**config.mk**
```make
export PLATFORM = sky130hd
export DESIGN_NAME = uart_rx_ctrl_flat
export DESIGN_NICKNAME = d
export VERILOG_FILES = /design/src/rtl/holoblade_pkg.sv /design/src/rtl/uart_rx_ctrl_if.sv /design/src/rtl/uart_rx_ctrl_sync_2ff.sv /design/src/rtl/uart_rx_ctrl.sv /design/src/flat_wrapper.sv
export SDC_FILE = /design/constraint.sdc
export NUM_CORES = 1
export LEC_CHECK = 0
export ABC_AREA = 1
export BUFFER_PORTS_ARGS = -buffer_cell sky130_fd_sc_hd__buf_4
export CELL_PAD_IN_SITES_DETAIL_PLACEMENT = 1
export CELL_PAD_IN_SITES_GLOBAL_PLACEMENT = 2
export CORE_UTILIZATION = 37
export CTS_BUF_LIST = sky130_fd_sc_hd__clkbuf_8
export CTS_CLUSTER_SIZE = 8
export DETAILED_ROUTE_END_ITERATION = 10
export PLACE_DENSITY = 0.9
export RECOVER_POWER = 100
export SYNTH_ARGS = -nofsm -noshare
export SYNTH_HDL_FRONTEND = slang
export SYNTH_HIERARCHICAL = 1
export SYNTH_SLANG_ARGS = --single-unit
```
**constraint.sdc**
```tcl
create_clock -name sysclk -period 2.9 [get_ports sysclk]
set_input_delay 0.58 -clock sysclk [delete_from_list [all_inputs] [get_ports sysclk]]
set_output_delay 0.58 -clock sysclk [all_outputs]
set_load 0.01 [all_outputs]
```
**src/rtl/holoblade_pkg.sv**
```systemverilog
// Shared definitions for the receive path.
//   rx_state_t     : receive FSM state encoding
//   UART_DATA_BITS : data bits per character
//   SYSCLK_HZ      : system clock frequency the default bit period is derived from
//   even_par()     : even-parity bit for a data word
package holoblade_pkg;

  localparam int UART_DATA_BITS = 8;
  localparam int SYSCLK_HZ      = 50250000;

  typedef enum logic [2:0] {
    IDLE      = 3'd0,
    START     = 3'd1,
    DATA      = 3'd2,
    PARITY    = 3'd3,
    STOP      = 3'd4,
    WAIT_IDLE = 3'd5
  } rx_state_t;

  // Parity bit that makes the total count of ones (data + parity) even.
  function automatic logic even_par(input logic [UART_DATA_BITS-1:0] d);
    return ^d;
  endfunction

endpackage

```
**src/rtl/uart_rx_ctrl_if.sv**
```systemverilog
// Consumer-side bundle of the UART receiver.
//   rx_data     : received byte, valid while rx_valid=1
//   rx_valid    : holding register full
//   rx_ready    : consumer accepts on rx_valid & rx_ready
//   frame_err   : one-cycle pulse, stop bit sampled low
//   overrun_err : one-cycle pulse, byte dropped because the holding register was full
//   parity_err  : one-cycle pulse, parity mismatch (0 when parity is compiled out)
//   busy        : receiver FSM not idle
// master = receiver, slave = consumer.
interface uart_rx_ctrl_if;
  import holoblade_pkg::*;

  logic [UART_DATA_BITS-1:0] rx_data;
  logic                      rx_valid;
  logic                      rx_ready;
  logic                      frame_err;
  logic                      overrun_err;
  logic                      parity_err;
  logic                      busy;

  modport master (
    output rx_data, rx_valid, frame_err, overrun_err, parity_err, busy,
    input  rx_ready
  );

  modport slave (
    input  rx_data, rx_valid, frame_err, overrun_err, parity_err, busy,
    output rx_ready
  );

endinterface

```
**src/rtl/uart_rx_ctrl_sync_2ff.sv**
```systemverilog
// Two-flop synchroniser for a single asynchronous input.
//   clk : destination clock
//   rst : synchronous active-high reset, loads RST_VAL into both stages
//   d   : asynchronous input
//   q   : synchronised output (two clk cycles of latency)
module sync_2ff #(
  parameter logic RST_VAL = 1'b1
) (
  input  logic clk,
  input  logic rst,
  input  logic d,
  output logic q
);

  logic meta;

  always_ff @(posedge clk) begin
    if (rst) begin
      meta <= RST_VAL;
      q    <= RST_VAL;
    end else begin
      meta <= d;
      q    <= meta;
    end
  end

endmodule

```
**src/rtl/uart_rx_ctrl.sv**
```systemverilog
// UART receiver: 8 data bits, LSB first, one stop bit, with a single-entry
// holding register and valid/ready hand-off to the consumer.
// Build option: define UART_RX_PARITY_EN to expect an even-parity bit between
// the last data bit and the stop bit; otherwise parity_err is tied low.
//   sysclk  : system clock, rising edge
//   reset   : synchronous active-high reset
//   UART_RX : asynchronous serial line, idle high
//   rx_if   : consumer bundle (data/valid/ready, error pulses, busy)
//   CLKS_PER_BIT : sysclk cycles per bit, 8..65535
module uart_rx_ctrl
  import holoblade_pkg::*;
#(
  parameter int CLKS_PER_BIT = 436
) (
  input  logic            sysclk,
  input  logic            reset,
  input  logic            UART_RX,
  uart_rx_ctrl_if.master  rx_if
);

  localparam int TW = $clog2(CLKS_PER_BIT);
  localparam logic [TW-1:0] BIT_END  = TW'(CLKS_PER_BIT - 1);
  localparam logic [TW-1:0] HALF_END = TW'(CLKS_PER_BIT / 2 - 1);

  rx_state_t state, state_nxt;

  logic                      rx_s;
  logic                      rx_prev;
  logic [TW-1:0]             timer;
  logic [2:0]                bit_cnt;
  logic [UART_DATA_BITS-1:0] shreg;

  logic                      busy_c;
  logic                      timer_clr;
  logic                      sample;
  logic                      shift_en;
  logic                      done_good;
  logic                      stop_bad;

  logic [UART_DATA_BITS-1:0] data_q;
  logic                      valid_q;
  logic                      frame_err_q;
  logic                      overrun_q;

`ifdef UART_RX_PARITY_EN
  logic                      par_bad;
  logic                      par_chk;
  logic                      done_perr;
  logic                      parity_err_q;
`endif

  sync_2ff #(.RST_VAL(1'b1)) u_sync (
    .clk (sysclk),
    .rst (reset),
    .d   (UART_RX),
    .q   (rx_s)
  );

  // ---------------------------------------------------------------------------
  // FSM: state register
  // ---------------------------------------------------------------------------
  always_ff @(posedge sysclk) begin
    if (reset) state <= IDLE;
    else       state <= state_nxt;
  end

  // ---------------------------------------------------------------------------
  // FSM: next state
  // ---------------------------------------------------------------------------
  always_comb begin
    state_nxt = state;
    unique case (state)
      IDLE:      if (rx_prev && !rx_s) state_nxt = START;
      // Mid-start-bit check; a high line here was only a glitch.
      START:     if (timer == HALF_END) state_nxt = rx_s ? IDLE : DATA;
      DATA:      if (timer == BIT_END && bit_cnt == 3'd7) begin
`ifdef UART_RX_PARITY_EN
                   state_nxt = PARITY;
`else
                   state_nxt = STOP;
`endif
                 end
      PARITY:    if (timer == BIT_END) state_nxt = STOP;
      STOP:      if (timer == BIT_END) state_nxt = rx_s ? IDLE : WAIT_IDLE;
      // A low stop bit may be a break; hold off until the line recovers.
      WAIT_IDLE: if (rx_s) state_nxt = IDLE;
      default:   state_nxt = IDLE;
    endcase
  end

  // ---------------------------------------------------------------------------
  // FSM: outputs / datapath strobes
  // ---------------------------------------------------------------------------
  always_comb begin
    busy_c    = (state != IDLE);
    sample    = 1'b0;
    shift_en  = 1'b0;
    done_good = 1'b0;
    stop_bad  = 1'b0;
`ifdef UART_RX_PARITY_EN
    par_chk   = 1'b0;
    done_perr = 1'b0;
`endif
    unique case (state)
      START:  sample = (timer == HALF_END);
      DATA:   begin
                sample   = (timer == BIT_END);
                shift_en = sample;
              end
      PARITY: begin
                sample = (timer == BIT_END);
`ifdef UART_RX_PARITY_EN
                par_chk = sample;
`endif
              end
      STOP:   begin
                sample   = (timer == BIT_END);
                stop_bad = sample && !rx_s;
`ifdef UART_RX_PARITY_EN
                done_good = sample && rx_s && !par_bad;
                done_perr = sample && rx_s && par_bad;
`else
                done_good = sample && rx_s;
`endif
              end
      default: ;
    endcase
    // Timer idles at 0 outside a frame so START always begins from a clean count.
    timer_clr = sample || (state == IDLE) || (state == WAIT_IDLE);
  end

  // ---------------------------------------------------------------------------
  // Bit timer, bit counter, shift register
  // ---------------------------------------------------------------------------
  always_ff @(posedge sysclk) begin
    if (reset) begin
      rx_prev <= 1'b1;
      timer   <= '0;
      bit_cnt <= '0;
      shreg   <= '0;
`ifdef UART_RX_PARITY_EN
      par_bad <= 1'b0;
`endif
    end else begin
      rx_prev <= rx_s;
      timer   <= timer_clr ? '0 : timer + 1'b1;
      if (state == START) begin
        bit_cnt <= '0;
`ifdef UART_RX_PARITY_EN
        par_bad <= 1'b0;
`endif
      end
      if (shift_en) begin
        shreg   <= {rx_s, shreg[UART_DATA_BITS-1:1]};
        bit_cnt <= bit_cnt + 3'd1;
      end
`ifdef UART_RX_PARITY_EN
      if (par_chk) par_bad <= (rx_s != even_par(shreg));
`endif
    end
  end

  // ---------------------------------------------------------------------------
  // Holding register and error pulses
  // ---------------------------------------------------------------------------
  always_ff @(posedge sysclk) begin
    if (reset) begin
      data_q      <= '0;
      valid_q     <= 1'b0;
      frame_err_q <= 1'b0;
      overrun_q   <= 1'b0;
    end else begin
      frame_err_q <= stop_bad;
      overrun_q   <= 1'b0;
      if (valid_q && rx_if.rx_ready) valid_q <= 1'b0;
      if (done_good) begin
        // A same-cycle hand-off frees the register, so the new byte fits.
        if (!valid_q || rx_if.rx_ready) begin
          data_q  <= shreg;
          valid_q <= 1'b1;
        end else begin
          overrun_q <= 1'b1;
        end
      end
    end
  end

`ifdef UART_RX_PARITY_EN
  always_ff @(posedge sysclk) begin
    if (reset) parity_err_q <= 1'b0;
    else       parity_err_q <= done_perr;
  end
  assign rx_if.parity_err = parity_err_q;
`else
  assign rx_if.parity_err = 1'b0;
`endif

  assign rx_if.rx_data     = data_q;
  assign rx_if.rx_valid    = valid_q;
  assign rx_if.frame_err   = frame_err_q;
  assign rx_if.overrun_err = overrun_q;
  assign rx_if.busy        = busy_c;

endmodule

```
**src/flat_wrapper.sv**
```systemverilog
// flat-port wrapper written by rule: the top's interface ports become plain ports
module uart_rx_ctrl_flat import holoblade_pkg::*;
#(
  parameter int CLKS_PER_BIT = 436
)
  (sysclk, reset, UART_RX, rx_if_rx_data, rx_if_rx_valid, rx_if_frame_err, rx_if_overrun_err, rx_if_parity_err, rx_if_busy, rx_if_rx_ready);
  uart_rx_ctrl_if rx_if_i ();
  input  logic sysclk;
  input  logic reset;
  input  logic UART_RX;
  output wire logic [$bits(rx_if_i.rx_data)-1:0] rx_if_rx_data;
  output wire logic [$bits(rx_if_i.rx_valid)-1:0] rx_if_rx_valid;
  output wire logic [$bits(rx_if_i.frame_err)-1:0] rx_if_frame_err;
  output wire logic [$bits(rx_if_i.overrun_err)-1:0] rx_if_overrun_err;
  output wire logic [$bits(rx_if_i.parity_err)-1:0] rx_if_parity_err;
  output wire logic [$bits(rx_if_i.busy)-1:0] rx_if_busy;
  input wire logic [$bits(rx_if_i.rx_ready)-1:0] rx_if_rx_ready;
  assign rx_if_rx_data = rx_if_i.rx_data;
  assign rx_if_rx_valid = rx_if_i.rx_valid;
  assign rx_if_frame_err = rx_if_i.frame_err;
  assign rx_if_overrun_err = rx_if_i.overrun_err;
  assign rx_if_parity_err = rx_if_i.parity_err;
  assign rx_if_busy = rx_if_i.busy;
  assign rx_if_i.rx_ready = rx_if_rx_ready;
  uart_rx_ctrl #(.CLKS_PER_BIT(CLKS_PER_BIT)) u_core (.sysclk(sysclk), .reset(reset), .UART_RX(UART_RX), .rx_if(rx_if_i));
endmodule
```
# Word-level counts from Yosys, hierarchy flattened
# Cells that the tools add are included.
dict set report totals {
  out_inout_bits 13
  in_bits 4
  ff_bits 37
}
dict set report classes {
  n_eq_ne 14
  addsub 2
  n_reduce_logical 19
  bitwise_logic 2
  mux 18
}
# operator count
set op_table {}
lappend op_table {{$mux 3} 9}
lappend op_table {{$pmux 3 s6} 1}
lappend op_table {{$ne 2x1->1 const B} 5}
lappend op_table {{$add 9x1->9 const B} 1}
lappend op_table {{$eq 3x3->1 const B} 3}
lappend op_table {{$eq 9x8->1 const B} 1}
lappend op_table {{$eq 9x9->1 const B} 1}
lappend op_table {{$eq 3x2->1 const B} 2}
lappend op_table {{$mux 1} 6}
lappend op_table {{$reduce_and 6->1} 1}
lappend op_table {{$reduce_or 2->1} 3}
lappend op_table {{$logic_and 1x1->1} 5}
lappend op_table {{$add 3x1->3 const B} 1}
lappend op_table {{$eq 3x1->1 const B} 1}
lappend op_table {{$logic_not 3->1} 1}
lappend op_table {{$logic_or 1x1->1} 3}
lappend op_table {{$reduce_bool 3->1} 1}
lappend op_table {{$reduce_or 3->1} 1}
lappend op_table {{$logic_not 1->1} 2}
lappend op_table {{$mux 2} 1}
lappend op_table {{$ne 2x2->1 const B} 1}
lappend op_table {{$not 1->1} 2}
lappend op_table {{$pmux 1 s2} 1}
lappend op_table {{$reduce_and 2->1} 1}
lappend op_table {{$reduce_bool 2->1} 1}

# Depth between registers and ports, before layout
# Gate-level depths: netlist of the first run.
dict set report depth {
  depth_word 6
  mapped_depth 10
}

# Modules after synthesis
# The synthesis of the first run kept the hierarchy.
# module area_per_inst_um2 cells_each instances
set by_module_without_submodules {}
lappend by_module_without_submodules {uart_rx_ctrl 1625.3 225 1}
lappend by_module_without_submodules {sync_2ff 58.8 7 1}

# Worst setup path before layout of the first run
# No wires, ideal clock.
dict set report synth_timing {
  path_kind {reg2reg}
  start {register u_core.timer[0]}
  end {register u_core.data_q[1], in the netlist u_core/rx_if.rx_data[1]}
  t_arrival_ns 1.325
  path_buffers 1
  period_less_slack_ns 1.438
  setup_ns 0.113
  required_ns 2.787
  path_slack_ns 1.462
  path_stages_with_launch 10
  path_cell_list {dfxtp_1 ha_1 nand2_1 nor2_2 nand2_4 clkinv_4 nand4_4 buf_6 o21ai_1 nor2_1}
}
dict set report synth_via {
  elab_chain_len 4
}
# item line
set synth_rtl {}
lappend synth_rtl {{start, declared} uart_rx_ctrl.sv:29} ;# logic [TW-1:0] timer;
lappend synth_rtl {{start signal, assigned} uart_rx_ctrl.sv:146} ;# timer <= timer_clr ? '0 : timer + 1'b1;
lappend synth_rtl {{$eq 9x9->1} uart_rx_ctrl.sv:117} ;# sample = (timer == BIT_END);
lappend synth_rtl {{$logic_and 1x1->1} uart_rx_ctrl.sv:123} ;# done_good = sample && rx_s;
lappend synth_rtl {{$mux 1} uart_rx_ctrl.sv:104} ;# unique case (state)
lappend synth_rtl {{$reduce_and 2->1 (no line)} --}
lappend synth_rtl {{end signal, assigned} uart_rx_ctrl.sv:179} ;# data_q <= shreg;
lappend synth_rtl {{end, declared} uart_rx_ctrl.sv:40} ;# logic [UART_DATA_BITS-1:0] data_q;
# Every way passes these cells.
# A chain may end at the register's enable or synchronous reset.

# Worst setup path in the final report of the first run
dict set report layout_timing {
  start {register u_core.timer[0]}
  end {register u_core.shreg[7]}
}
dict set report layout_via {
  elab_chain_len 2
}
# item line
set layout_rtl {}
lappend layout_rtl {{$eq 9x9->1} uart_rx_ctrl.sv:107} ;# sample = (timer == BIT_END);
lappend layout_rtl {{$mux 1} uart_rx_ctrl.sv:104}
lappend layout_rtl {{end signal, assigned} uart_rx_ctrl.sv:154} ;# shreg <= {rx_s, shreg[UART_DATA_BITS-1:1]};
lappend layout_rtl {{end, declared} uart_rx_ctrl.sv:31} ;# logic [UART_DATA_BITS-1:0] shreg;
# Every way passes these cells.

==> results.ini, run 1 <==
[cells_and_area]
multi_input_area_um2 = 736
layout.cells.most_common = nand2_1
syn2layout_area_growth_pct = 11.7
drive_gt1_share_pct = 8.40
diodes = 0
final_util_pct = 43.2
seq_area_um2 = 741
fill_cells = 572
final_cell_mix = nand2_1 (61), dfxtp_1 (37), inv_1 (35), nor2_1 (28), a21oi_1 (15)
final_nets = 257
fin_cells = 302

[setup_path]
reg2reg_depth = 9
critPathMaxFanout = 12
reg2reg_from = u_core/timer[0]$_SDFF_PP0_
path_class = flop to flop
r2r-end = u_core/shreg[7]$_SDFFE_PP0P_
path_cells = ha_1, nand2_1, nor2_1, nand2_1, clkinv_4, nand2_4, clkinvlp_2, o21ai_0, a21oi_1
slowest_delay_ns = 0.34
r2r_slack_ns = 0.90
critical_path_buf_inv_count = 2
cpMaxStageDelayCell = dfxtp_1
crit_family = simple AND/OR/NAND/NOR gates
end_kind = flop
crit_top_cell = nand2_1
cp_data_required_time_ns = 3.07
cp-start-kind = flop
arrival_ns = 2.17

[timing]
worstMarginPinSlew_ns = 0.721
hold-worst-slack_ns = 0.428
finalSetupTns_ns = 0
rsz0062_at_grt = no
finClkSkew_ns = 0.00601
finalCriticalPeriod_ns = 2.00
setup_viol = 0
hold_viol = 0
slew_viol_final = 0
fin_crit_sh_pct = 69.0
maxSlewHeadroom_pct = 51.7
clock.fmax_mhz = 500

[clock_tree]
clock_latency_ns = 0.28
cts_resized = 0
cts_tree = done
clockBufferDepth = 2
cts_hold_buffers = 0
clk_pin_slew_ns = 0.08
cts_max_level = 2
cts_root_buffer = clkbuf_8
cts_made_buffers = 5
cts_sinks = 37
post_cts_buffers = 0

[power]
power_per_cell_area_mw_per_mm2 = 725
ir_drop_mv = 0.380
p_leak_nw = 0.796
power_w = 0.00136

[die]
ioPinCount = 17
die_h_um = 69.5
die_w_um = 69.5
start_util_pct = 38.7
coreArea_mm2 = 0.00435
die-area_mm2 = 0.00483
rows = 24

[drt]
num_vias = 1417
dr.pass1.iters = 4
wl_per_cell_um = 11.7
drt_iter0_markers = 74
avgViaCountPerCell = 4.69
route.detailed.drc = 0
postRouteAntennaNets = 0
finalWirelength_um = 3540

[logic_synthesis]
synth_cells = 232
syn_area_per_cell_um2 = 7.26
synth_seq_cells = 37
syn_nets = 240
ys_types = 29
synthFlopType = dfxtp_1
syn-cell-area_mm2 = 0.00168
async_flop_share_pct = 0
yosysSeqAreaShare_pct = 44.0
synth_edf_count = 0
yosys_warnings = 6

[place]
place_congestion = 0.760
port_buffers = 15
dp_cells = 294
hpwl_um = 2670

[global_route]
overflow = 0
first_global_vias = 1396
grt_pass1_wl_um = 6470
track_usage_pct = 16.9
antenna_found_initial = 0
grt_max_degree = 17

[min_path]
hold_path.class = flop to flop
hold_depth = 2
hp-start = u_core/u_sync/meta$_SDFF_PP1_
hold_end = u_core/u_sync/q$_SDFF_PP1_

[flow_run]
maxCapViolCount = 0

[status]
status = finished clean

-- tightest hold or removal path: cells and delay by family, from the launching register on --
kind                   cells  cell delay, ns
buffers and inverters      1            0.03
flip-flops                 1            0.31
AND/OR/NAND/NOR            1            0.05
-- flip-flops by register name (all words and copies together), names as in the netlist --
signal,flops
u_core/bit_cnt,3
u_core/rx_if.frame_err,1
u_core/rx_if.overrun_err,1
u_core/rx_if.rx_data,8
u_core/rx_if.rx_valid,1
u_core/rx_prev,1
u_core/shreg,8
u_core/state,3
u_core/timer,9
u_core/u_sync/meta,1
u_core/u_sync/q,1
-- per-stage QoR --
step / area (µm²) / setup WS, ns
after CTS: 1940 / 1.14
final: 1880 / 0.900
after global routing: 1880 / 0.598
after floorplan: 1680 / 1.46
after global placement: 1820 / 1.09
after detailed placement: 1820 / 0.996
-- metal layers --
metal	up-vias	track usage, %	part of all wire (%)
met5	-	0	0
met4	0	6.12	1.3
met3	4	4.36	3.4
met2	17	25.6	44
met1	648	23.3	51
li1	748	-	-
-- worst max path at each step --
| stage | depth (start not counted) | startpoint | endpoint |
|---|---|---|---|
| final | 9 | u_core/timer[0]$_SDFF_PP0_ | u_core/shreg[7]$_SDFFE_PP0P_ |
| after global routing | 9 | u_core/timer[0]$_SDFF_PP0_ | u_core/shreg[7]$_SDFFE_PP0P_ |
| after CTS | 3 | u_core/state[0]$_SDFFE_PP0P_ | rx_if_busy |
| after detailed placement | 6 | reset | u_core/timer[2]$_SDFF_PP0_ |
| after global placement | 6 | reset | u_core/timer[8]$_SDFF_PP0_ |
| after floorplan | 9 | u_core/timer[0]$_SDFF_PP0_ | u_core/rx_if.rx_data[1]$_SDFFE_PP0P_ |
-- cell type report --
class	instances	area share [%]
clock buffers	6	4.39
well taps	52	3.46
multi-input cells	151	39.1
repair buffers	15	3.59
flip-flops and latches	37	39.4
inverters	39	8.11
clock inverters	2	1.99
-- cells in the mapped netlist, types with 2 or more instances --
master | number | share of area [%]
ha_1 | 4 | 3.0
dfxtp_1 | 37 | 44
nor3_1 | 2 | 0.59
nand2_1 | 60 | 13
clkbuf_1 | 2 | 0.45
xor2_1 | 4 | 2.1
nand2_4 | 2 | 1.3
nand3_1 | 8 | 2.4
nor2_2 | 2 | 0.74
nand2_2 | 2 | 0.74
o21ai_1 | 8 | 2.4
inv_1 | 35 | 7.8
nor2_1 | 26 | 5.8
nand4_1 | 5 | 1.9
inv_2 | 2 | 0.45
a21oi_1 | 15 | 4.5
o21ai_0 | 5 | 1.5
buf_6 | 2 | 1.3
-- cell families after synthesis --
group,count (synthesis),synth area share (%)
buffers and inverters,44,11.3
flip-flops,37,44.0
AO/OA/AOI/OAI,31,9.88
adder cells (fa/ha/maj),4,2.97
other,1,0.223
XOR/XNOR,4,2.08
AND/OR/NAND/NOR,111,29.6
-- power breakdown --
group | internal (W) | total, W | switching (W)
sequential | 0.000537 | 0.000580 | 0.0000429
combinational | 0.000108 | 0.000320 | 0.000212
clock | 0.000280 | 0.000464 | 0.000185
total | 0.000924 | 0.00136 | 0.000440
(Power assumes the default switching activity.)
==> inputs of run 2 (changes only) <==
--- a/config.mk
+++ b/config.mk
@@ -9,11 +9,11 @@
 export BUFFER_PORTS_ARGS = -buffer_cell sky130_fd_sc_hd__buf_4
 export CELL_PAD_IN_SITES_DETAIL_PLACEMENT = 1
 export CELL_PAD_IN_SITES_GLOBAL_PLACEMENT = 2
-export CORE_UTILIZATION = 37
+export CORE_UTILIZATION = 34
 export CTS_BUF_LIST = sky130_fd_sc_hd__clkbuf_8
 export CTS_CLUSTER_SIZE = 8
 export DETAILED_ROUTE_END_ITERATION = 10
-export PLACE_DENSITY = 0.9
+export PLACE_DENSITY = 0.84
 export RECOVER_POWER = 100
 export SYNTH_ARGS = -nofsm -noshare
 export SYNTH_HDL_FRONTEND = slang
==> constraint.sdc (replaced) <==
create_clock -name sysclk -period 1.9 [get_ports sysclk]
set_input_delay 0.38 -clock sysclk [delete_from_list [all_inputs] [get_ports sysclk]]
set_output_delay 0.38 -clock sysclk [all_outputs]
set_load 0.01 [all_outputs]
==> results.ini, run 2 (synthesis results as in run 1) <==
[status]
status = finished clean

[drt]
route.detailed.drc = 0
routed.top_layer = met4
num_vias = 1436
dr.pass1.iters = 4
wl_met3_um = 127
wl_met2_um = 1680
wl_per_cell_um = 11.6
wl_met1_um = 1830
postRouteAntennaNets = 0
drt_iter0_markers = 63
finalWirelength_um = 3700
avgViaCountPerCell = 4.52

[timing]
finClkSkew_ns = 0.00446
hold-worst-slack_ns = 0.273
clock.fmax_mhz = 595
hold_viol = 0
finalSetupTns_ns = 0
maxSlewHeadroom_pct = 58.4
rsz0062_at_grt = no
setup_viol = 0
finalCriticalPeriod_ns = 1.68
worstMarginPinSlew_ns = 0.624
fin_crit_sh_pct = 88.4
slew_viol_final = 0

[global_route]
grt_max_degree = 17
antenna_found_initial = 0
grt_pass1_wl_um = 6530
overflow = 0
track_usage_pct = 16.4
first_global_vias = 1441

[die]
ioPinCount = 17
coreArea_mm2 = 0.00475
start_util_pct = 35.4
rows = 25
die_h_um = 72.4
die-area_mm2 = 0.00524
die_w_um = 72.4

[setup_path]
critPathMaxFanout = 6
cp-start-kind = flop
r2r_slack_ns = 0.25
r2r-end = u_core/rx_if.rx_data[3]$_SDFFE_PP0P_
crit_top_cell = buf_4
cp_data_required_time_ns = 1.52
end_kind = output pin
cpMaxStageDelayCell = dfxtp_1
arrival_ns = 1.30
critical_path_buf_inv_count = 2
reg2reg_from = u_core/state[0]$_SDFFE_PP0P_
crit_family = simple AND/OR/NAND/NOR gates
reg2reg_depth = 7
cp.depth = 4
path_class = flop to output pin
path_cells = buf_4, nor2_1, nand2_1, buf_4
slowest_delay_ns = 0.31

[place]
dp_cells = 311
dpl_cell_area_mm2 = 0.00186
hpwl_um = 2740
port_buffers = 15
place_congestion = 0.779

[cells_and_area]
regMostFlops = u_core/timer
drive_gt1_share_pct = 9.56
largest_register_ffs = 9
fin_cells = 318
layout.cells.most_common = nand2_1
final_cell_mix = nand2_1 (60), dfxtp_1 (37), inv_1 (35), nor2_1 (27), a21oi_1 (15)
syn2layout_area_growth_pct = 12.6
fill_cells = 638
diodes = 0
finalInstanceArea_mm2 = 0.00190
multi_input_area_um2 = 751
seq_area_um2 = 741
final_nets = 259

[min_path]
hold_path.class = primary input to flop
hold_end = u_core/u_sync/meta$_SDFF_PP1_
hold_depth = 3
hp-start = UART_RX

[clock_tree]
cts_made_buffers = 5
cts_max_level = 2
clock_latency_ns = 0.29
cts_root_buffer = clkbuf_8
cts_tree = done
cts_resized = 0
post_cts_buffers = 0
cts_sinks = 37
clockBufferDepth = 2
clk_pin_slew_ns = 0.07
cts_hold_buffers = 0

[power]
p_leak_nw = 0.812
power_per_cell_area_mw_per_mm2 = 1040
power_w = 0.00196
ir_drop_mv = 0.387

[flow_run]
maxCapViolCount = 0

-- run 2: cell types whose count changed in the layout (fill, tap and decap cells not counted) --
cell        change
clkinv_2        +1
clkinvlp_2      -1
nand2_4         +1
buf_4           +1
nor2_1          -1
nor2_2          +1
o21ai_0         +1
o21ai_1         -1
o211ai_2        +1
clkbuf_1        +1
o211ai_1        -1
bufinv_16       -1
nand2_1         -1
-- run 2: worst min-delay path, delay by kind of cell --
kind | cells | cell delay, ns
and+or+nand+nor | 1 | 0.05
buffers and inverters | 2 | 0.10
-- run 2: per-stage QoR --
stage	util, %	setup slack [ns]
after CTS	41.0	0.250
after floorplan	-	0.462
after detailed placement	39.1	0.264
after global routing	39.9	0.0508
final	39.9	0.221
after global placement	39.1	0.362
-- run 2: final cells by class --
type,instances,share of cell area [%]
clock buffer,6,4.35
tap,67,4.42
multi-input combinational,151,39.6
clock inverter,1,0.396
timing repair buffer,17,4.16
inverter,39,8.05
sequential,37,39.1
-- run 2: power breakdown --
group | internal (W) | switching (W)
clock network | 0.000287 | 0.000272
logic | 0.000182 | 0.000363
registers | 0.000820 | 0.0000415
-- run 2: metal layers --
layer / track usage, % / vias to the layer above
li1: - / 754
met1: 21.1 / 655
met2: 26.1 / 22
met3: 4.58 / 5
met4: 6.54 / 0
met5: 0 / -
-- run 2: worst max-delay path by stage --
stage | endpoint | start | slack, ns
2_1_floorplan | u_core/rx_if.rx_data[1]$_SDFFE_PP0P_ | u_core/timer[0]$_SDFF_PP0_ | 0.46
3_3_place_gp | u_core/state[2]$_SDFFE_PP0P_ | u_core/timer[0]$_SDFF_PP0_ | 0.36
3_5_place_dp | u_core/rx_if.rx_data[3]$_SDFFE_PP0P_ | u_core/timer[0]$_SDFF_PP0_ | 0.26
4_1_cts | u_core/rx_if.rx_data[3]$_SDFFE_PP0P_ | u_core/timer[0]$_SDFF_PP0_ | 0.25
5_1_grt | u_core/rx_if.rx_data[3]$_SDFFE_PP0P_ | u_core/timer[0]$_SDFF_PP0_ | 0.05
6_report | rx_if_busy | u_core/state[0]$_SDFFE_PP0P_ | 0.22
==> inputs of run 3 (changes only) <==
--- a/config.mk
+++ b/config.mk
@@ -13,6 +13,7 @@
 export CTS_BUF_LIST = sky130_fd_sc_hd__clkbuf_8
 export CTS_CLUSTER_SIZE = 8
 export DETAILED_ROUTE_END_ITERATION = 10
+export GPL_ROUTABILITY_DRIVEN = 0
 export PLACE_DENSITY = 0.84
 export RECOVER_POWER = 100
 export SYNTH_ARGS = -nofsm -noshare
==> constraint.sdc (replaced) <==
create_clock -name sysclk -period 1.9 [get_ports sysclk]
set_input_delay 0.57 -clock sysclk [delete_from_list [all_inputs] [get_ports sysclk]]
set_output_delay 0.57 -clock sysclk [all_outputs]
set_load 0.01 [all_outputs]
==> results.ini, run 3 (synthesis results as in run 1) <==
[timing]
worstMarginPinSlew_ns = 0.620
hold_viol = 0
maxSlewHeadroom_pct = 58.6
setup_viol = 0
finalCriticalPeriod_ns = 1.75
finClkSkew_ns = 0.00248
slew_viol_final = 0
fin_crit_sh_pct = 91.9
finalSetupTns_ns = 0
rsz0062_at_grt = no
clock.fmax_mhz = 573

[power]
power_w = 0.00195
p_leak_nw = 0.814
ir_drop_mv = 0.461
power_per_cell_area_mw_per_mm2 = 1030

[die]
die_w_um = 72.4
die-area_mm2 = 0.00524
ioPinCount = 17
rows = 25
start_util_pct = 35.4
die_h_um = 72.4
coreArea_mm2 = 0.00475

[drt]
finalWirelength_um = 3700
wl_per_cell_um = 11.6
route.detailed.drc = 0
avgViaCountPerCell = 4.47
postRouteAntennaNets = 0
dr.pass1.iters = 4
drt_iter0_markers = 39
num_vias = 1421

[cells_and_area]
final_nets = 259
layout.cells.most_common = nand2_1
diodes = 0
largest_register_ffs = 9
final_cell_mix = nand2_1 (60), dfxtp_1 (37), inv_1 (36), nor2_1 (26), a21oi_1 (15)
regMostFlops = u_core/timer
drive_gt1_share_pct = 9.16
syn2layout_area_growth_pct = 12.3

[clock_tree]
cts_hold_buffers = 0
cts_root_buffer = clkbuf_8
post_cts_buffers = 0
clock_latency_ns = 0.29
cts_sinks = 37
cts_made_buffers = 5
clk_pin_slew_ns = 0.07
cts_max_level = 2
clockBufferDepth = 2
cts_tree = done
cts_resized = 0

[min_path]
hold_path.class = flop to flop

[place]
port_buffers = 15
hpwl_um = 2720

[setup_path]
critical_path_buf_inv_count = 2
end_kind = output pin
cp-start-kind = flop
cpMaxStageDelayCell = dfxtp_1
critPathMaxFanout = 6
crit_family = flip-flops
arrival_ns = 1.18
path_class = flop to output pin
path_cells = buf_4, nor2_2, nand2_1, clkbuf_1
slowest_delay_ns = 0.31
cp_data_required_time_ns = 1.33

[global_route]
antenna_found_initial = 0
track_usage_pct = 16.1
overflow = 0
first_global_vias = 1436
grt_max_degree = 17
grt_pass1_wl_um = 6530

[flow_run]
maxCapViolCount = 0

[status]
status = finished clean

run 3: cell count changes in the layout (fill, tap and decap cells not counted):
cell / delta
nor2_2: +1
o21ai_1: -1
o21ai_0: +1
nor2_1: -1
clkinvlp_4: -1
buf_4: -1
clkbuf_1: +1
inv_1: +1
run 3: final timing paths:
| kind | cells after the start | startpoint | end | slack, ns |
|---|---|---|---|---|
| setup / recovery | 4 | u_core/state[0]$_SDFFE_PP0P_ | rx_if_busy | 0.15 |
| hold / removal | 2 | u_core/u_sync/meta$_SDFF_PP1_ | u_core/u_sync/q$_SDFF_PP1_ | 0.41 |
| setup reg to reg | 8 | u_core/timer[0]$_SDFF_PP0_ | u_core/rx_if.rx_data[7]$_SDFFE_PP0P_ | 0.23 |
| hold reg to reg | 2 | u_core/u_sync/meta$_SDFF_PP1_ | u_core/u_sync/q$_SDFF_PP1_ | 0.41 |
run 3: final cells by class:
type	instances	area, µm²
Sequential cell	37	741
Tap cell	67	83.8
Clock buffer	6	82.6
Inverter	39	153
Clock inverter	1	3.75
Multi-Input combinational cell	151	753
Timing Repair Buffer	17	75.1
Fill cell	631	2860
run 3: tightest hold or removal path, stage by stage, from the launching register on:
cell and delay (ns):
dfxtp_1 0.31, inv_1 0.03, nand2_1 0.04
run 3: metal layers:
layer / share of wire (%) / up-vias / global-route usage, % / wire length [µm]
li1: - / 750 / - / -
met3: 2.7 / 6 / 4.31 / 101
met5: 0 / - / 0 / 0
met1: 50 / 649 / 20.5 / 1850
met2: 46 / 16 / 25.9 / 1690
met4: 1.4 / 0 / 6.54 / 50
run 3: where the power goes:
part / switching, W / total [W] / internal, W
clock network: 0.000266 / 0.000548 / 0.000282
logic: 0.000366 / 0.000536 / 0.000169
registers: 0.0000489 / 0.000869 / 0.000820
total: 0.000681 / 0.00195 / 0.00127
run 3: stage by stage:
stage               cells  hold slack (ns)  instance area, µm²  util [%]  setup WS [ns]
detailed placement    311            0.399                1860      39.1          0.237
finish                318            0.408                1890      39.8          0.154
floorplan             232            0.380                1680         -          0.462
global route          318            0.436                1890      39.8         0.0198
CTS                   318            0.411                1940      40.9          0.111
global placement      311            0.386                1860      39.1          0.265
